--- src/rtl/ysyx_22041207_decode_pkg.sv ---
`default_nettype none
// ============================================================================
// Module      : ysyx_22041207_decode_pkg
// Description : Shared types and constants for the RV32/RV64 decode stage:
//               ALU / write-back selectors, opcodes, exception causes and
//               the packed control bundle handed to EX.
// Revision    : 1.0 - initial release
// ============================================================================
package ysyx_22041207_decode_pkg;

  typedef enum logic [4:0] {
    ALU_NONE, ALU_ADD, ALU_SUB, ALU_AND, ALU_OR, ALU_XOR, ALU_SLL, ALU_SRL,
    ALU_SRA, ALU_SLT, ALU_SLTU, ALU_MUL, ALU_DIV, ALU_DIVU, ALU_REM, ALU_REMU,
    ALU_RETURN_A, ALU_RETURN_B
  } alu_op_e;

  typedef enum logic [2:0] {
    WB_ALU, WB_MEM, WB_PC4, WB_CSR, WB_SEXT32
  } wb_sel_e;

  // Operand A / B source selectors
  localparam logic [1:0] c_SEL_A_RS1  = 2'd0;
  localparam logic [1:0] c_SEL_A_PC   = 2'd1;
  localparam logic [1:0] c_SEL_A_ZERO = 2'd2;
  localparam logic [1:0] c_SEL_B_RS2  = 2'd0;
  localparam logic [1:0] c_SEL_B_IMM  = 2'd1;
  localparam logic [1:0] c_SEL_B_FOUR = 2'd2;

  // Major opcodes (inst[6:0])
  localparam logic [6:0] c_OPC_LOAD     = 7'b0000011;
  localparam logic [6:0] c_OPC_MISC_MEM = 7'b0001111;
  localparam logic [6:0] c_OPC_OP_IMM   = 7'b0010011;
  localparam logic [6:0] c_OPC_AUIPC    = 7'b0010111;
  localparam logic [6:0] c_OPC_OP_IMM32 = 7'b0011011;
  localparam logic [6:0] c_OPC_STORE    = 7'b0100011;
  localparam logic [6:0] c_OPC_OP       = 7'b0110011;
  localparam logic [6:0] c_OPC_LUI      = 7'b0110111;
  localparam logic [6:0] c_OPC_OP32     = 7'b0111011;
  localparam logic [6:0] c_OPC_BRANCH   = 7'b1100011;
  localparam logic [6:0] c_OPC_JALR     = 7'b1100111;
  localparam logic [6:0] c_OPC_JAL      = 7'b1101111;
  localparam logic [6:0] c_OPC_SYSTEM   = 7'b1110011;

  // Exception cause codes
  localparam logic [3:0] c_CAUSE_ILLEGAL = 4'd2;
  localparam logic [3:0] c_CAUSE_BREAK   = 4'd3;
  localparam logic [3:0] c_CAUSE_ECALL_M = 4'd11;

  typedef struct packed {
    alu_op_e    alu_op;
    logic [1:0] sel_a;
    logic [1:0] sel_b;
    wb_sel_e    wb_sel;
    logic       rd_wen;
    logic       mem_ren;
    logic [7:0] mem_mask;
    logic       load_sext;
    logic       word_op;
    logic       jump;
    logic       jalr;
    logic       branch_taken;
    logic       csr_wen;
    logic       is_mret;
    logic       is_ebreak;
  } decode_ctrl_t;

  localparam int CTRL_W = $bits(decode_ctrl_t);

endpackage
`default_nettype wire

--- src/rtl/ysyx_22041207_imm_gen.sv ---
`default_nettype none
// ============================================================================
// Module      : ysyx_22041207_imm_gen
// Description : Combinational immediate extraction (I/S/B/U/J), sign-extended
//               to XLEN. Format is chosen from the major opcode.
// Revision    : 1.0 - initial release
// ============================================================================
module ysyx_22041207_imm_gen
  import ysyx_22041207_decode_pkg::*;
#(
  parameter int XLEN = 64
) (
  input  logic [31:0]     i_inst,
  output logic [XLEN-1:0] o_imm
);

  logic [31:0] w_imm32;

  // Build the 32-bit immediate for the instruction's format
  always_comb begin
    w_imm32 = '0;
    case (i_inst[6:0])
      c_OPC_LOAD, c_OPC_OP_IMM, c_OPC_OP_IMM32, c_OPC_JALR, c_OPC_SYSTEM:
        w_imm32 = {{20{i_inst[31]}}, i_inst[31:20]};
      c_OPC_STORE:
        w_imm32 = {{20{i_inst[31]}}, i_inst[31:25], i_inst[11:7]};
      c_OPC_BRANCH:
        w_imm32 = {{19{i_inst[31]}}, i_inst[31], i_inst[7], i_inst[30:25],
                   i_inst[11:8], 1'b0};
      c_OPC_LUI, c_OPC_AUIPC:
        w_imm32 = {i_inst[31:12], 12'b0};
      c_OPC_JAL:
        w_imm32 = {{11{i_inst[31]}}, i_inst[31], i_inst[19:12], i_inst[20],
                   i_inst[30:21], 1'b0};
      default:
        w_imm32 = '0;
    endcase
  end

  // Widening a signed value sign-extends, so U-type also extends on RV64
  assign o_imm = XLEN'($signed(w_imm32));

endmodule
`default_nettype wire

--- src/rtl/ysyx_22041207_decode_stage.sv ---
`default_nettype none
// ============================================================================
// Module      : ysyx_22041207_decode_stage
// Description : RV32/RV64 decode stage. Decodes the IF instruction, resolves
//               branches against regfile data and registers the bundle for
//               EX behind a valid/ready handshake with flush.
// Revision    : 1.0 - initial release
// ============================================================================
module ysyx_22041207_decode_stage
  import ysyx_22041207_decode_pkg::*;
#(
  parameter int XLEN    = 64,
  parameter bit HAS_M   = 1'b1,
  parameter bit HAS_CSR = 1'b1
) (
  input  logic              clk,
  input  logic              rst_n,
  input  logic              if_valid,
  output logic              if_ready,
  input  logic [31:0]       if_inst,
  input  logic [XLEN-1:0]   if_pc,
  output logic [4:0]        rs1_addr,
  output logic [4:0]        rs2_addr,
  input  logic [XLEN-1:0]   rs1_data,
  input  logic [XLEN-1:0]   rs2_data,
  input  logic              flush,
  output logic              id_valid,
  input  logic              ex_ready,
  output logic [XLEN-1:0]   id_pc,
  output logic [XLEN-1:0]   id_imm,
  output logic [XLEN-1:0]   id_rs1,
  output logic [XLEN-1:0]   id_rs2,
  output logic [4:0]        id_rd,
  output logic [CTRL_W-1:0] id_ctrl,
  output logic              id_exc_valid,
  output logic [3:0]        id_exc_cause
);

  localparam bit c_RV32 = (XLEN == 32);

  logic [6:0]      w_opcode;
  logic [2:0]      w_funct3;
  logic [6:0]      w_funct7;
  logic [4:0]      w_rd;
  logic [XLEN-1:0] w_imm;
  logic            w_taken;
  logic            w_illegal;
  logic            w_ecall;
  logic            w_ebreak;
  logic            w_exc;
  logic [3:0]      w_cause;
  logic            w_accept;
  decode_ctrl_t    w_ctrl;

  assign w_opcode = if_inst[6:0];
  assign w_funct3 = if_inst[14:12];
  assign w_funct7 = if_inst[31:25];
  assign w_rd     = if_inst[11:7];
  assign rs1_addr = if_inst[19:15];
  assign rs2_addr = if_inst[24:20];

  assign if_ready = !id_valid || ex_ready;
  assign w_accept = if_valid && if_ready && !flush;

  ysyx_22041207_imm_gen #(.XLEN(XLEN)) u_imm_gen (
    .i_inst (if_inst),
    .o_imm  (w_imm)
  );

  // Branch condition from funct3 (010/011 are rejected by the decoder)
  always_comb begin
    w_taken = 1'b0;
    case (w_funct3)
      3'b000:  w_taken = (rs1_data == rs2_data);
      3'b001:  w_taken = (rs1_data != rs2_data);
      3'b100:  w_taken = ($signed(rs1_data) <  $signed(rs2_data));
      3'b101:  w_taken = ($signed(rs1_data) >= $signed(rs2_data));
      3'b110:  w_taken = (rs1_data <  rs2_data);
      3'b111:  w_taken = (rs1_data >= rs2_data);
      default: w_taken = 1'b0;
    endcase
  end

  // Control decode, exception detection and side-effect suppression
  always_comb begin
    w_ctrl    = '0;
    w_illegal = 1'b0;
    w_ecall   = 1'b0;
    w_ebreak  = 1'b0;
    case (w_opcode)
      c_OPC_LUI: begin
        w_ctrl.alu_op = ALU_RETURN_B; w_ctrl.sel_b = c_SEL_B_IMM; w_ctrl.rd_wen = 1'b1;
      end
      c_OPC_AUIPC: begin
        w_ctrl.alu_op = ALU_ADD; w_ctrl.sel_a = c_SEL_A_PC;
        w_ctrl.sel_b = c_SEL_B_IMM; w_ctrl.rd_wen = 1'b1;
      end
      c_OPC_JAL, c_OPC_JALR: begin
        // ALU computes the target; rd receives pc+4
        w_ctrl.alu_op = ALU_ADD; w_ctrl.sel_b = c_SEL_B_IMM;
        w_ctrl.jump = 1'b1; w_ctrl.rd_wen = 1'b1; w_ctrl.wb_sel = WB_PC4;
        if (w_opcode == c_OPC_JAL) w_ctrl.sel_a = c_SEL_A_PC;
        else begin
          w_ctrl.jalr = 1'b1;
          if (w_funct3 != 3'b000) w_illegal = 1'b1;
        end
      end
      c_OPC_BRANCH: begin
        w_ctrl.alu_op = ALU_ADD; w_ctrl.sel_a = c_SEL_A_PC; w_ctrl.sel_b = c_SEL_B_IMM;
        w_ctrl.branch_taken = w_taken;
        if (w_funct3[2:1] == 2'b01) w_illegal = 1'b1;
      end
      c_OPC_LOAD: begin
        w_ctrl.alu_op = ALU_ADD; w_ctrl.sel_b = c_SEL_B_IMM; w_ctrl.mem_ren = 1'b1;
        w_ctrl.rd_wen = 1'b1; w_ctrl.wb_sel = WB_MEM; w_ctrl.load_sext = !w_funct3[2];
        w_ctrl.mem_mask = 8'hFF >> (4'd8 - (4'd1 << w_funct3[1:0]));
        if (w_funct3 == 3'b111) w_illegal = 1'b1;
        if (c_RV32 && (w_funct3 == 3'b011 || w_funct3 == 3'b110)) w_illegal = 1'b1;
      end
      c_OPC_STORE: begin
        w_ctrl.alu_op = ALU_ADD; w_ctrl.sel_b = c_SEL_B_IMM;
        w_ctrl.mem_mask = 8'hFF >> (4'd8 - (4'd1 << w_funct3[1:0]));
        if (w_funct3[2] || (c_RV32 && w_funct3 == 3'b011)) w_illegal = 1'b1;
      end
      c_OPC_OP_IMM: begin
        w_ctrl.sel_b = c_SEL_B_IMM; w_ctrl.rd_wen = 1'b1;
        case (w_funct3)
          3'b000: w_ctrl.alu_op = ALU_ADD;
          3'b010: w_ctrl.alu_op = ALU_SLT;
          3'b011: w_ctrl.alu_op = ALU_SLTU;
          3'b100: w_ctrl.alu_op = ALU_XOR;
          3'b110: w_ctrl.alu_op = ALU_OR;
          3'b111: w_ctrl.alu_op = ALU_AND;
          3'b001: begin
            w_ctrl.alu_op = ALU_SLL;
            if (if_inst[31:26] != 6'b000000) w_illegal = 1'b1;
          end
          default: begin
            if (if_inst[31:26] == 6'b000000)      w_ctrl.alu_op = ALU_SRL;
            else if (if_inst[31:26] == 6'b010000) w_ctrl.alu_op = ALU_SRA;
            else                                  w_illegal = 1'b1;
          end
        endcase
        // shamt[5] only exists on RV64
        if (c_RV32 && w_funct3[1:0] == 2'b01 && if_inst[25]) w_illegal = 1'b1;
      end
      c_OPC_OP, c_OPC_OP32: begin
        w_ctrl.rd_wen = 1'b1;
        if (w_opcode == c_OPC_OP32) begin
          w_ctrl.word_op = 1'b1; w_ctrl.wb_sel = WB_SEXT32;
          if (c_RV32) w_illegal = 1'b1;
        end
        case (w_funct7)
          7'b0000000: begin
            case (w_funct3)
              3'b000:  w_ctrl.alu_op = ALU_ADD;
              3'b001:  w_ctrl.alu_op = ALU_SLL;
              3'b010:  w_ctrl.alu_op = ALU_SLT;
              3'b011:  w_ctrl.alu_op = ALU_SLTU;
              3'b100:  w_ctrl.alu_op = ALU_XOR;
              3'b101:  w_ctrl.alu_op = ALU_SRL;
              3'b110:  w_ctrl.alu_op = ALU_OR;
              default: w_ctrl.alu_op = ALU_AND;
            endcase
            if (w_ctrl.word_op && w_funct3 != 3'b000 && w_funct3 != 3'b001 &&
                w_funct3 != 3'b101) w_illegal = 1'b1;
          end
          7'b0100000: begin
            if (w_funct3 == 3'b000)      w_ctrl.alu_op = ALU_SUB;
            else if (w_funct3 == 3'b101) w_ctrl.alu_op = ALU_SRA;
            else                         w_illegal = 1'b1;
          end
          7'b0000001: begin
            case (w_funct3)
              3'b100:  w_ctrl.alu_op = ALU_DIV;
              3'b101:  w_ctrl.alu_op = ALU_DIVU;
              3'b110:  w_ctrl.alu_op = ALU_REM;
              3'b111:  w_ctrl.alu_op = ALU_REMU;
              default: w_ctrl.alu_op = ALU_MUL;
            endcase
            if (!HAS_M || (w_ctrl.word_op && w_funct3[2:0] != 3'b000 && !w_funct3[2]))
              w_illegal = 1'b1;
          end
          default: w_illegal = 1'b1;
        endcase
      end
      c_OPC_OP_IMM32: begin
        w_ctrl.sel_b = c_SEL_B_IMM; w_ctrl.rd_wen = 1'b1;
        w_ctrl.word_op = 1'b1; w_ctrl.wb_sel = WB_SEXT32;
        if (c_RV32) w_illegal = 1'b1;
        // W-shifts use shamt[4:0]; a set imm[5] is caught by the funct7 compare
        case (w_funct3)
          3'b000: w_ctrl.alu_op = ALU_ADD;
          3'b001: begin
            w_ctrl.alu_op = ALU_SLL;
            if (w_funct7 != 7'b0000000) w_illegal = 1'b1;
          end
          3'b101: begin
            if (w_funct7 == 7'b0000000)      w_ctrl.alu_op = ALU_SRL;
            else if (w_funct7 == 7'b0100000) w_ctrl.alu_op = ALU_SRA;
            else                             w_illegal = 1'b1;
          end
          default: w_illegal = 1'b1;
        endcase
      end
      c_OPC_MISC_MEM: begin
        // fence / fence.i retire as no-ops in this in-order pipeline
        w_ctrl.alu_op = ALU_NONE;
      end
      c_OPC_SYSTEM: begin
        if (w_funct3 == 3'b000) begin
          if (if_inst == 32'h0000_0073)      w_ecall = 1'b1;
          else if (if_inst == 32'h0010_0073) begin w_ebreak = 1'b1; w_ctrl.is_ebreak = 1'b1; end
          else if (if_inst == 32'h3020_0073) w_ctrl.is_mret = 1'b1;
          else                               w_illegal = 1'b1;
        end else if (w_funct3 == 3'b100 || !HAS_CSR) begin
          w_illegal = 1'b1;
        end else begin
          w_ctrl.alu_op = ALU_RETURN_A; w_ctrl.csr_wen = 1'b1;
          w_ctrl.rd_wen = 1'b1; w_ctrl.wb_sel = WB_CSR;
        end
      end
      default: w_illegal = 1'b1;
    endcase

    if (if_inst[1:0] != 2'b11) w_illegal = 1'b1;

    w_exc   = w_illegal || w_ecall || w_ebreak;
    w_cause = w_illegal ? c_CAUSE_ILLEGAL :
              w_ebreak  ? c_CAUSE_BREAK   :
              w_ecall   ? c_CAUSE_ECALL_M : 4'd0;

    // A trapping instruction must leave no architectural side effect
    if (w_exc) begin
      w_ctrl.rd_wen = 1'b0; w_ctrl.mem_ren = 1'b0; w_ctrl.mem_mask = 8'h00;
      w_ctrl.csr_wen = 1'b0; w_ctrl.jump = 1'b0; w_ctrl.branch_taken = 1'b0;
    end
    if (w_rd == 5'd0) w_ctrl.rd_wen = 1'b0;
  end

  // ID/EX pipeline register: flush > accept > drain; hold while EX stalls
  always_ff @(posedge clk or negedge rst_n) begin
    if (!rst_n) begin
      id_valid     <= 1'b0;
      id_pc        <= '0;
      id_imm       <= '0;
      id_rs1       <= '0;
      id_rs2       <= '0;
      id_rd        <= '0;
      id_ctrl      <= '0;
      id_exc_valid <= 1'b0;
      id_exc_cause <= '0;
    end else if (flush) begin
      id_valid     <= 1'b0;
      id_exc_valid <= 1'b0;
    end else if (w_accept) begin
      id_valid     <= 1'b1;
      id_pc        <= if_pc;
      id_imm       <= w_imm;
      id_rs1       <= rs1_data;
      id_rs2       <= rs2_data;
      id_rd        <= w_rd;
      id_ctrl      <= w_ctrl;
      id_exc_valid <= w_exc;
      id_exc_cause <= w_cause;
    end else if (ex_ready) begin
      id_valid     <= 1'b0;
      id_exc_valid <= 1'b0;
    end
  end

endmodule
`default_nettype wire

--- config.mk ---
export PLATFORM = sky130hd
export DESIGN_NAME = ysyx_22041207_decode_stage
export DESIGN_NICKNAME = d
export VERILOG_FILES = /design/src/rtl/ysyx_22041207_decode_pkg.sv /design/src/rtl/ysyx_22041207_imm_gen.sv /design/src/rtl/ysyx_22041207_decode_stage.sv
export SDC_FILE = /design/constraint.sdc
export NUM_CORES = 1
export LEC_CHECK = 0
export BUFFER_PORTS_ARGS = -buffer_cell sky130_fd_sc_hd__clkbuf_2
export CAP_MARGIN = 20
export CORE_AREA = 8 8 204 206
export CTS_BUF_LIST = sky130_fd_sc_hd__clkbuf_8
export CTS_CLUSTER_DIAMETER = 60
export DETAILED_ROUTE_END_ITERATION = 7
export DIE_AREA = 0 0 212 214
export PLACE_DENSITY = 0.68
export RECOVER_POWER = 50
export SYNTH_ARGS = -nofsm -noshare
export SYNTH_HDL_FRONTEND = slang
export SYNTH_SLANG_ARGS = --single-unit
--- constraint.sdc ---
create_clock -name clk -period 2.2 [get_ports clk]
set_clock_uncertainty 0.1 [all_clocks]
set_input_delay 0.44 -clock clk [delete_from_list [all_inputs] [get_ports clk]]
set_output_delay 0.44 -clock clk [all_outputs]
set_load 0.01 [all_outputs]
Yosys cells after proc, flatten, opt, wreduce, memory -nomap -nowiden

Index checks and enable logic that the tools add are counted.

Flip-flop bits (word level): 265
Logic and storage cells: 165

Bitwise gates (word level): 1
Muxes and demuxes: 84
$add $sub $neg: 1
Shifts and indexed selects: 2
Equal/unequal tests: 32
Reduce and logical (&&, ||, !) cells: 32
Magnitude comparators: 4

Operators by type and width:

| kind                 | count |
|---|---|
| $pmux 32 s5          | 1 |
| $ge 64x64->1         | 2 |
| $lt 64x64->1         | 2 |
| $eq 64x64->1         | 1 |
| $ne 64x64->1         | 1 |
| $pmux 4 s7           | 2 |
| $mux 1               | 47 |
| $eq 7x6->1 const B   | 5 |
| $eq 32x21->1 const B | 1 |
| $eq 32x30->1 const B | 1 |
| $eq 32x7->1 const B  | 1 |
| $mux 4               | 8 |
| $pmux 5 s6           | 1 |
| $eq 7x7->1 const B   | 4 |
| $eq 7x5->1 const B   | 3 |
| $reduce_or 9->1      | 2 |
| $mux 5               | 3 |
| $pmux 3 s5           | 1 |
| $pmux 5 s3           | 1 |
| $eq 3x3->1 const B   | 4 |
| $mux 3               | 4 |
| $pmux 3 s4           | 1 |
| $pmux 4 s3           | 1 |
| $reduce_or 6->1      | 2 |
| 36 further kinds     | 57 |

Depth between registers and ports, before layout

Gate-level depths: netlist (run 1).

Depth after elaboration: 14
Mapped depth: 11
Depth with buffers taken out: 11

Hierarchy

Synthesis (run 1) repeated with hierarchy kept, for this count alone.

Cell total of the unflattened synthesis: 1638
Area total of the unflattened synthesis: 14138.6 um^2

By module, submodules not included:

| module                     | cells each | instances | seq. area each (um^2) | area each (um^2) |
|---|---|---|---|---|
| ysyx_22041207_decode_stage | 1525       | 1         | 7257.0                | 13329.0 |
| ysyx_22041207_imm_gen      | 113        | 1         | 0.0                   | 809.5 |

Worst setup path after synthesis (run 1)

No wires, ideal clock.

Kind: input -> register
From: input rs2_data[63]
To: register id_ctrl[3]
Setup slack: -0.840 ns
Path buffers: 0
Required time: 1.977 ns
Arrival: 2.817 ns
Cell stages on the path: 10
Cells stage by stage: inv_1 -> ha_1 -> nand4_1 -> or4_4 -> or3_1 -> or3_4 -> o211ai_2 -> xor2_1 -> mux2i_1 -> o31ai_2

Longest elaborated chain between the ends: 4
Elaborated cells between the ends (all ways): 9

Ends and longest elaborated chain:

| item                                       | RTL line                          | source |
|---|---|---|
| start: declaration                         | ysyx_22041207_decode_stage.sv:25  | `input logic [XLEN-1:0] rs2_data,` |
| $ge 64x64->1, or another cell as far along | ysyx_22041207_decode_stage.sv:79  | `3'b111: w_taken = (rs1_data >= rs2_data);` |
| $pmux 1 s6 (*)                             | ysyx_22041207_decode_stage.sv:73  | `case (w_funct3)` |
| $mux 1 (*)                                 | ysyx_22041207_decode_stage.sv:90  | `case (w_opcode)` |
| $mux 2 (*)                                 | ysyx_22041207_decode_stage.sv:234 | `if (w_exc) begin` |
| end signal: assignment                     | ysyx_22041207_decode_stage.sv:263 | `id_ctrl <= w_ctrl;` |
| end: declaration                           | ysyx_22041207_decode_stage.sv:34  | `output logic [CTRL_W-1:0] id_ctrl,` |

Mark *: on every way between the ends. The rest lies on a longest branch, timed or not.
A chain may end at the register's enable or synchronous reset.

Final worst setup path (run 1)

From: input rs1_data[59]
To: register id_ctrl[3]

Longest elaborated chain between the ends: 4
Elaborated cells between the ends (all ways): 9

Ends and longest elaborated chain:

| item                                       | RTL line                          | source |
|---|---|---|
| start: declaration                         | ysyx_22041207_decode_stage.sv:24  | `input logic [XLEN-1:0] rs1_data,` |
| $ge 64x64->1, or another cell as far along | ysyx_22041207_decode_stage.sv:79  |  |
| $pmux 1 s6 (*)                             | ysyx_22041207_decode_stage.sv:73  |  |
| $mux 1 (*)                                 | ysyx_22041207_decode_stage.sv:90  |  |
| $mux 2 (*)                                 | ysyx_22041207_decode_stage.sv:234 |  |

Marks and branches as above.

==> results of run 1 <==
-- through the flow --
stage	cells	setup TNS [ps]	utilization, %
3_3_place_gp	2547	-13600	43.6
2_1_floorplan	1438	-1080	-
6_report	2790	-9420	49.8
5_1_grt	2790	-21230	49.8
3_5_place_dp	2547	-14630	43.6
4_1_cts	2789	-433	50.4
-- synth_stat cells, drive strengths merged (4+ instances only) --
cell	n	area (um2)
nand4	15	93.8
clkbuf	65	244
buf	55	397
o21ai	117	586
or2	4	25.0
nand3	17	85.1
a22o	7	61.3
a21oi	59	295
nor3	12	60.1
or3	4	30.0
or4	4	33.8
inv	76	285
a211oi	4	30.0
nand2b	4	25.0
a221oi	9	78.8
dfrtp	258	6460
nor4	7	43.8
o31ai	6	50.1
ha	64	801
a31oi	4	25.0
nand2	561	2110
nor2	42	158
-- registers in the layout, summed over array words and instances (netlist names) --
name          count
id_pc            64
id_rs1           64
id_rs2           64
id_imm           32
id_ctrl          24
id_rd             5
id_exc_cause      3
id_exc_valid      1
id_valid          1
-- tightest hold or removal path: stages --
cell and delay [ps]:
clkbuf_2 100, inv_4 60, o21ai_0 80
-- cell families (layout without fill, tap and decap cells) --
group | Yosys count | after routing | synth area share (%)
xor+xnor | 1 | 1 | 0.0711
fa+ha+maj | 64 | 64 | 6.50
buf+inv | 196 | 1029 | 7.52
compound gates | 231 | 231 | 10.8
flops | 258 | 258 | 52.4
mux | 1 | 1 | 0.0813
simple gates | 684 | 684 | 22.6
other cells | 1 | 4 | 0.0305
-- metal layers --
layer,vias to the layer above,track usage (%)
li1,6237,-
met1,6285,24.4
met2,618,37.2
met3,158,5.16
met4,0,12.7
met5,-,0
-- layout make-up --
| class | instances | area (um2) |
|---|---|---|
| diodes | 1 | 2.50 |
| clock buffers | 60 | 826 |
| clock inverters | 24 | 133 |
| fillers | 3583 | 19200 |
| inverters | 76 | 315 |
| multi-input cells | 984 | 5180 |
| flip-flops and latches | 258 | 6460 |
| well taps | 518 | 648 |
| repair buffers | 869 | 5500 |
-- worst max-delay path by stage --
stage,to,from,slack (ps),cells after the start
final,id_ctrl[3]$_DFFE_PN0P_,rs1_data[59],-480,11
after global routing,id_ctrl[3]$_DFFE_PN0P_,rs1_data[59],-460,11
after CTS,id_ctrl[3]$_DFFE_PN0P_,rs2_data[59],-430,12
after detailed placement,id_ctrl[3]$_DFFE_PN0P_,rs2_data[57],-1270,12
after global placement,id_ctrl[3]$_DFFE_PN0P_,rs2_data[57],-1240,12
after floorplan,id_ctrl[3]$_DFFE_PN0P_,rs2_data[57],-710,10
-- power by group --
part	switching, mW	internal [mW]	leakage, nW	total, mW
combinational	1.74	1.27	6.41	3.01
sequential	0.361	5.32	3.27	5.68
clock	2.08	2.56	0.547	4.65
total	4.19	9.15	10.2	13.3
-- what timing repair did --
item | 4_1_cts | 5_1_grt
endpoints found under the hold margin | 198 | 0
pin swaps | 5 | 2
hold buffers | 157 | 0
buffers inserted | 1 | 0
resized for setup | 6 | 8
endpoints found under the setup margin | 2 | 13
==> reports/results.tsv, run 1 <==
stage	metric	value	unit
setup_path	CP bufs+invs	2	
setup_path	startpoint class of the critical path	input pin	
setup_path	Crit Reg-Reg Startpoint	id_valid$_DFFE_PN0P_	
power_and_ir_drop	Pwr Total	13.3	mW
setup_path	worst r2r dst	id_rs2[36]$_DFFE_PN0P_	
setup_path	CP delay by family, top	simple AND/OR/NAND/NOR gates	
layout	commonest non-fill, non-tap cell in the layout	nand2_1	
detailed_routing	final WL	50.9	mm
detailed_routing	met1 wire length	19.2	mm
power_and_ir_drop	Max IR drop VDD	532	uV
floorplanning	Chip Width	212	um
worst_hold_path	hold path depth	3	
setup_path	CP dominant cell by count	or3_4	
global_routing	initial antenna violation count	1	
synth	synth warn	0	
timing	Pins Over Slew Limit	54	
floorplanning	chip height	214	um
synth	number of synthesized flops with an enable pin	0	
setup_path	max incr delay on CP	550	ps
power_and_ir_drop	power per cell area	700	nW/um2
layout	commonest cells after routing, fill and taps aside	nand2_1 (560), clkbuf_2 (427), dfrtp_1 (258)	
global_routing	first-pass GRT wire length	78.0	mm
clock_tree	Max Root-Sink Buffers	3	
run_status	failing checks	capacitance limit, slew limit, setup timing	
detailed_routing	post-route ant nets	0	
synth	Syn Area/Cell	8.58	um2
setup_path	type of destination of the critical path	flip-flop	
synth	Yosys reg bits	258	
layout	fin nets	2531	
clock_tree	Worst-Skew Late Latency	580	ps
floorplanning	Core Rows	72	
clock_tree	clk slew on worst S/H paths	50	ps
layout	design area	19100	um2
timing	Min Hold Slack	59.5	ps
clock_tree	CTS tree	done	
setup_path	path depth of the worst reg2reg path	7	
synth	Mapped Area	12300	um2
clock_tree	TritonCTS buffer count	49	
power_and_ir_drop	Lkg Pwr	10.2	nW
setup_path	flop-to-flop setup slack	-150	ps
timing	Final Hold Vio Count	0	
synth	synthesized instance count	1436	
place	gpl congestion	0.914	
run	max cap viols	1	
detailed_routing	Iteration-0 DRC Markers	847	
synth	post-synthesis sequential area ratio	52.4	%
timing	fin crit share	122	%
detailed_routing	Vias/cell	4.77	
worst_hold_path	worst hold endpoint	id_rs2[48]$_DFFE_PN0P_	
floorplanning	CORE AREA	38300	um2
detailed_routing	met3 WL post-DR	4.04	mm
clock_tree	clock sink count	258	
place	Detailed Place HPWL	37.6	mm
layout	Layout area overhead	54.8	%
timing	Tightest Pin Transition	1610	ps
detailed_routing	drt first pass iters	7	
worst_hold_path	Hold Startpoint	rs2_data[48]	
clock_tree	Clock Tree Root	clkbuf_8	
synth	Async SR Flop Fraction	100	%
worst_hold_path	worst min-delay path class	in2reg	
setup_path	cell breakdown of the critical path	clkbuf_2 -> ha_4 -> nand4_1 -> or4_4 -> or3_4 -> or3_4 -> o211ai_2 -> buf_4 -> xor2_2 -> mux2i_1 -> o31ai_2	
detailed_routing	wire per inst	18.2	um
synth	Unique masters post-synth	57	
setup_path	critical path arrival	3040	ps
timing	setup slack after layout	-479	ps
global_routing	GRT overflow	0	
layout	fraction of layout cells with a size suffix above 1	31.7	%
setup_path	slowest cell on the critical path	or4_4	
timing	fmax	373	MHz
global_routing	All-Layer GR Usage	21.7	%
global_routing	largest net degree at the start of global routing	94	
timing	RSZ-0062 raised after global routing	true	
timing	min Tclk post-route	2680	ps
detailed_routing	WL met2	25.0	mm
setup_path	Worst EP required	2560	ps
detailed_routing	vias	13300	
place	Post-Place Cell Area	16700	um2
setup_path	Setup CP Type	in2reg	
place	dpl ws	-1270	ps
timing	Slew HR	-7.66	%
timing	Setup-failing EPs final	144	
floorplanning	initial core utilization	32.2	%
synth	Top FF cell, synth	dfrtp_1	
run_status	status	finished, violations left	
floorplanning	IO Pins	537	
detailed_routing	DRC viols	0	
clock_tree	htree depth	2	
setup_path	CP Max Fanout	3	
floorplanning	die outline area	45400	um2
global_routing	vias in the first global route	14100	
place	I/O Buffers	533	
detailed_routing	DR top layer	met4	
Power figures use the tool's default switching activity.
==> run 2, diff against run 1 <==
--- a/config.mk
+++ b/config.mk
@@ -7,12 +7,15 @@
 export LEC_CHECK = 0
 export BUFFER_PORTS_ARGS = -buffer_cell sky130_fd_sc_hd__clkbuf_2
 export CAP_MARGIN = 20
-export CORE_AREA = 8 8 204 206
+export CELL_PAD_IN_SITES_DETAIL_PLACEMENT = 1
+export CELL_PAD_IN_SITES_GLOBAL_PLACEMENT = 1
+export CORE_AREA = 8 8 203 205
 export CTS_BUF_LIST = sky130_fd_sc_hd__clkbuf_8
 export CTS_CLUSTER_DIAMETER = 60
 export DETAILED_ROUTE_END_ITERATION = 7
-export DIE_AREA = 0 0 212 214
-export PLACE_DENSITY = 0.68
+export DIE_AREA = 0 0 211 213
+export HOLD_SLACK_MARGIN = 0.12
+export PLACE_DENSITY = 0.87
 export RECOVER_POWER = 50
 export SYNTH_ARGS = -nofsm -noshare
 export SYNTH_HDL_FRONTEND = slang
==> reports/results.tsv, run 2 (same netlist as run 1, synthesis figures left out) <==
stage	metric	value	unit
floorplanning	chip height	213	um
floorplanning	Core Rows	72	
floorplanning	die outline area	44900	um2
clock_tree	Max Root-Sink Buffers	3	
setup_path	Worst EP required	2580	ps
timing	Min Hold Slack	228	ps
power_and_ir_drop	Pwr Total	14.3	mW
global_routing	largest net degree at the start of global routing	84	
timing	Pins Over Slew Limit	50	
timing	RSZ-0062 raised after global routing	true	
layout	utilization after layout	52.1	%
power_and_ir_drop	power per cell area	719	nW/um2
power_and_ir_drop	Max IR drop VDD	533	uV
timing	fmax	366	MHz
global_routing	GRT overflow	0	
layout	design area	19900	um2
run_status	status	finished, violations left	
power_and_ir_drop	sequential share of power	40.5	%
clock_tree	htree depth	2	
detailed_routing	vias	15300	
run	max cap viols	1	
worst_hold_path	worst min-delay path class	in2reg	
floorplanning	CORE AREA	38100	um2
setup_path	Setup CP Type	in2reg	
timing	Setup-failing EPs final	175	
setup_path	flop-to-flop setup slack	-410	ps
timing	Final Hold Vio Count	0	
place	Detailed Place HPWL	44.1	mm
setup_path	CP Max Fanout	3	
timing	setup slack after layout	-536	ps
power_and_ir_drop	net load switching power	5.00	mW
worst_hold_path	hold path depth	4	
clock_tree	Worst-Skew Late Latency	600	ps
global_routing	initial antenna violation count	9	
layout	fraction of layout cells with a size suffix above 1	31.3	%
setup_path	startpoint class of the critical path	input pin	
detailed_routing	Vias/cell	5.36	
floorplanning	Chip Width	211	um
setup_path	type of destination of the critical path	flip-flop	
power_and_ir_drop	Switching Share	35.0	%
detailed_routing	final WL	74.3	mm
timing	fin crit share	124	%
place	dpl ws	-1240	ps
global_routing	All-Layer GR Usage	30.8	%
timing	min Tclk post-route	2740	ps
clock_tree	clk slew on worst S/H paths	80	ps
worst_hold_path	worst hold endpoint	id_imm[2]$_DFFE_PN0P_	
floorplanning	IO Pins	537	
layout	commonest non-fill, non-tap cell in the layout	nand2_1	
setup_path	critical path arrival	3110	ps
layout	Top Registers	id_pc: 64 flops, id_rs1: 64 flops, id_rs2: 64 flops	
worst_hold_path	Hold Startpoint	if_inst[22]	
timing	Tightest Pin Transition	1640	ps
layout	commonest cells after routing, fill and taps aside	nand2_1 (560), clkbuf_2 (398), dfrtp_1 (258)	
place	gpl congestion	0.924	
clock_tree	Clock Tree Root	clkbuf_8	
setup_path	worst r2r dst	id_rs2[54]$_DFFE_PN0P_	
detailed_routing	Iteration-0 DRC Markers	1067	
layout	# fillers	4649	
detailed_routing	drt first pass iters	5	
clock_tree	TritonCTS buffer count	47	
power_and_ir_drop	combinational power share	24.7	%
layout	Layout area overhead	61.3	%
clock_tree	clock sink count	258	
setup_path	path depth of the worst reg2reg path	6	
power_and_ir_drop	Int Power	9.27	mW
power_and_ir_drop	Clk pwr share	34.8	%
power_and_ir_drop	Lkg Pwr	10.4	nW
setup_path	Crit Reg-Reg Startpoint	id_valid$_DFFE_PN0P_	
timing	Slew HR	-9.58	%
floorplanning	initial core utilization	32.3	%
global_routing	first-pass GRT wire length	106	mm
setup_path	Critical Path Start	rs2_data[52]	
detailed_routing	wire per inst	26.1	um
detailed_routing	DRC viols	0	
place	Post-Place Cell Area	16700	um2
detailed_routing	post-route ant nets	0	
global_routing	vias in the first global route	17300	
run_status	failing checks	capacitance limit, slew limit, setup timing	
place	I/O Buffers	533	
layout	fin nets	2583	
clock_tree	CTS tree	done	
[run 2: layout make-up]
class,count,area [um2],share of cell area (%)
tap,518,648,3.26
clock buffer,60,826,4.16
antenna,7,17.5,0.0882
sequential,258,6460,32.5
clock inverter,24,143,0.718
timing repair buffer,923,6090,30.7
inverter,76,315,1.59
multi-input combinational,984,5370,27.0
[run 2: layer usage]
layer  wire length [um]  track usage (%)
met1              24600             30.3
met2              37500             55.2
met3               6280             8.69
met4               5980             22.0
met5                  0                0
[run 2: metrics by stage]
| step | TNS [ps] | instances |
|---|---|---|
| 6_report | -15970 | 2850 |
| 5_1_grt | -28620 | 2850 |
| 4_1_cts | -388 | 2839 |
| 3_5_place_dp | -18650 | 2548 |
| 3_3_place_gp | -15400 | 2548 |
| 2_1_floorplan | -1080 | 1438 |
[run 2: power groups by stage]
stage          Sequential [mW]  Combinational, mW  Clock, mW
5_1_grt                   5.82               3.74       5.20
2_1_floorplan             5.97              0.962          0
6_report                  5.78               3.53       4.97
3_3_place_gp              5.72               2.81          0
4_1_cts                   5.70               3.30       4.85
3_5_place_dp              5.76               2.95          0
[run 2: worst max-delay path: stages]
cell and delay (ps):
clkbuf_2 90, inv_1 90, ha_4 300, nand4_1 170
or4_4 560, or3_4 350, or3_4 360, o211ai_4 240
xor2_2 170, mux2i_1 240, o31ai_2 90
[run 2: worst max-delay path by stage]
stage / slack, ps / cells after the start / endpoint
after floorplan: -710 / 10 / id_ctrl[3]$_DFFE_PN0P_
after global placement: -1100 / 11 / id_ctrl[3]$_DFFE_PN0P_
after detailed placement: -1240 / 13 / id_ctrl[3]$_DFFE_PN0P_
after CTS: -390 / 11 / id_ctrl[3]$_DFFE_PN0P_
after global routing: -590 / 13 / id_ctrl[3]$_DFFE_PN0P_
final: -540 / 11 / id_ctrl[3]$_DFFE_PN0P_
[run 2: timing repair]
item / CTS / global route
setup buffers: 3 / 3
hold buffers: 204 / 0
pin swaps: 7 / 13
setup endpoints to repair: 4 / 24
resized for setup: 16 / 34
endpoints found under the hold margin: 404 / 0
cloned: 0 / 1
==> run 3, diff against run 2 <==
==> constraint.sdc (replaced) <==
create_clock -name clk -period 2.2 [get_ports clk]
set_clock_uncertainty 0.1 [all_clocks]
set_input_delay 0.11 -clock clk [delete_from_list [all_inputs] [get_ports clk]]
set_output_delay 0.11 -clock clk [all_outputs]
set_load 0.01 [all_outputs]
==> reports/results.tsv, run 3 (same netlist as run 1, synthesis figures left out) <==
stage	metric	value	unit
run_status	status	finished, violations left	
run_status	failing checks	setup timing	
timing	RSZ-0062 raised after global routing	true	
global_routing	GRT overflow	0	
floorplanning	CORE AREA	38100	um2
power_and_ir_drop	Lkg Pwr	10.6	nW
layout	commonest non-fill, non-tap cell in the layout	nand2_1	
clock_tree	Clock Tree Root	clkbuf_8	
power_and_ir_drop	sequential share of power	40.1	%
place	gpl congestion	0.914	
clock_tree	htree depth	2	
detailed_routing	post-route ant nets	0	
worst_hold_path	worst min-delay path class	in2reg	
place	Detailed Place HPWL	42.9	mm
detailed_routing	final WL	78.1	mm
layout	fin nets	2642	
timing	min Tclk post-route	2400	ps
power_and_ir_drop	Int Power	9.32	mW
power_and_ir_drop	Clk pwr share	34.8	%
run	max cap viols	0	
timing	Tightest Pin Transition	1000	ps
setup_path	critical path arrival	2820	ps
detailed_routing	wire per inst	26.7	um
floorplanning	initial core utilization	32.3	%
power_and_ir_drop	power per cell area	706	nW/um2
timing	Final Hold Vio Count	0	
setup_path	startpoint class of the critical path	input pin	
clock_tree	clk slew on worst S/H paths	60	ps
clock_tree	TritonCTS buffer count	49	
layout	design area	20500	um2
place	Post-Place Cell Area	16300	um2
timing	Pins Over Slew Limit	0	
clock_tree	clock sink count	258	
floorplanning	Chip Width	211	um
layout	fraction of layout cells with a size suffix above 1	27.9	%
global_routing	initial antenna violation count	19	
floorplanning	Core Rows	72	
detailed_routing	Iteration-0 DRC Markers	1068	
setup_path	type of destination of the critical path	flip-flop	
global_routing	largest net degree at the start of global routing	82	
setup_path	CP Max Fanout	3	
detailed_routing	DRC viols	0	
global_routing	All-Layer GR Usage	32.6	%
layout	Top Registers	id_pc: 64 flops, id_rs1: 64 flops, id_rs2: 64 flops	
setup_path	Setup CP Type	in2reg	
floorplanning	die outline area	44900	um2
timing	Slew HR	33.3	%
timing	fin crit share	109	%
detailed_routing	Vias/cell	5.37	
timing	Min Hold Slack	46.9	ps
timing	fmax	416	MHz
detailed_routing	drt first pass iters	5	
timing	Setup-failing EPs final	4	
power_and_ir_drop	Switching Share	35.5	%
layout	commonest cells after routing, fill and taps aside	nand2_1 (558), clkbuf_2 (378), dlygate4sd3_1 (295)	
floorplanning	IO Pins	537	
setup_path	Worst EP required	2620	ps
power_and_ir_drop	net load switching power	5.13	mW
global_routing	first-pass GRT wire length	111	mm
global_routing	vias in the first global route	17700	
place	I/O Buffers	533	
power_and_ir_drop	combinational power share	25.2	%
clock_tree	CTS tree	done	
clock_tree	Worst-Skew Late Latency	610	ps
power_and_ir_drop	Max IR drop VDD	497	uV
layout	Layout area overhead	66.3	%
clock_tree	Max Root-Sink Buffers	3	
detailed_routing	vias	15700	
timing	setup slack after layout	-204	ps
floorplanning	chip height	213	um
==> run 3: changes by cell type in the layout (fill, tap and decap cells not counted), sizes merged, moves of 2 or more <==
| cell | delta |
|---|---|
| clkbuf | +2 |
| diode | +9 |
| buf | -35 |
| dlymetal6s4s | +2 |
| clkinv | +4 |
| dlygate4sd3 | +91 |
==> run 3: cell type report <==
| cell class | instances | area [um2] |
|---|---|---|
| inverter | 76 | 320 |
| tap | 518 | 648 |
| multi-input combinational | 984 | 5240 |
| antenna | 16 | 40.0 |
| clock buffer | 63 | 867 |
| fill | 4634 | 17600 |
| sequential | 258 | 6460 |
| clock inverter | 27 | 124 |
| timing repair buffer | 980 | 6780 |
==> run 3: power by group through the flow <==
stage / sequential [mW] / combinational (mW) / clock (mW)
4_1_cts: 5.69 / 3.33 / 4.92
3_5_place_dp: 5.76 / 2.88 / 0
5_1_grt: 5.82 / 3.86 / 5.22
3_3_place_gp: 5.71 / 2.73 / 0
6_report: 5.79 / 3.64 / 5.02
2_1_floorplan: 5.97 / 0.953 / 0
==> run 3: worst paths after layout <==
check	start	to	slack [ps]	depth (start not counted)
max in group asynchronous	rst_n	id_rs1[1]$_DFFE_PN0P_	90	4
setup / recovery	rs2_data[54]	id_ctrl[3]$_DFFE_PN0P_	-200	11
setup reg to reg	id_valid$_DFFE_PN0P_	id_pc[44]$_DFFE_PN0P_	60	9
hold reg to reg	id_ctrl[2]$_DFFE_PN0P_	id_ctrl[2]$_DFFE_PN0P_	380	2
hold / removal	if_inst[31]	id_ctrl[1]$_DFFE_PN0P_	50	6
min in group asynchronous	rst_n	id_rs1[6]$_DFFE_PN0P_	1320	4
==> run 3: stage by stage <==
| stage | power [mW] | utilization, % | setup slack, ps | std cells | TNS [ps] |
|---|---|---|---|---|---|
| 2_1_floorplan | 6.92 | - | -381 | 1438 | -381 |
| 4_1_cts | 13.9 | 53.6 | -59.3 | 2898 | -219 |
| 3_3_place_gp | 8.44 | 42.9 | -810 | 2506 | -6770 |
| 5_1_grt | 14.9 | 53.7 | -249 | 2918 | -583 |
| 3_5_place_dp | 8.64 | 42.9 | -947 | 2507 | -3720 |
| 6_report | 14.5 | 53.7 | -204 | 2922 | -292 |
==> run 3: critical path, stage by stage <==
cell,delay [ps]
clkbuf_2,190
inv_2,90
ha_4,280
nand4_1,140
or4_4,580
or3_4,350
or3_4,360
o211ai_4,240
xor2_2,170
mux2i_1,230
o31ai_2,70
==> run 3: metal layers <==
metal | track usage (%) | up-vias | routed length (um)
li1 | - | 6479 | -
met1 | 31.9 | 7736 | 25800
met2 | 58.4 | 1017 | 39600
met3 | 8.65 | 451 | 5770
met4 | 25.1 | 10 | 6860
met5 | 0 | - | 69
==> run 3: repair_timing <==
item                       in CTS  in global routing
resized for setup              10                 54
hold buffers                  301                  1
setup buffers                   0                 10
cloned                          0                  1
pin swaps                       6                 16
setup endpoints to repair       1                 78
hold endpoints to repair      516                  2
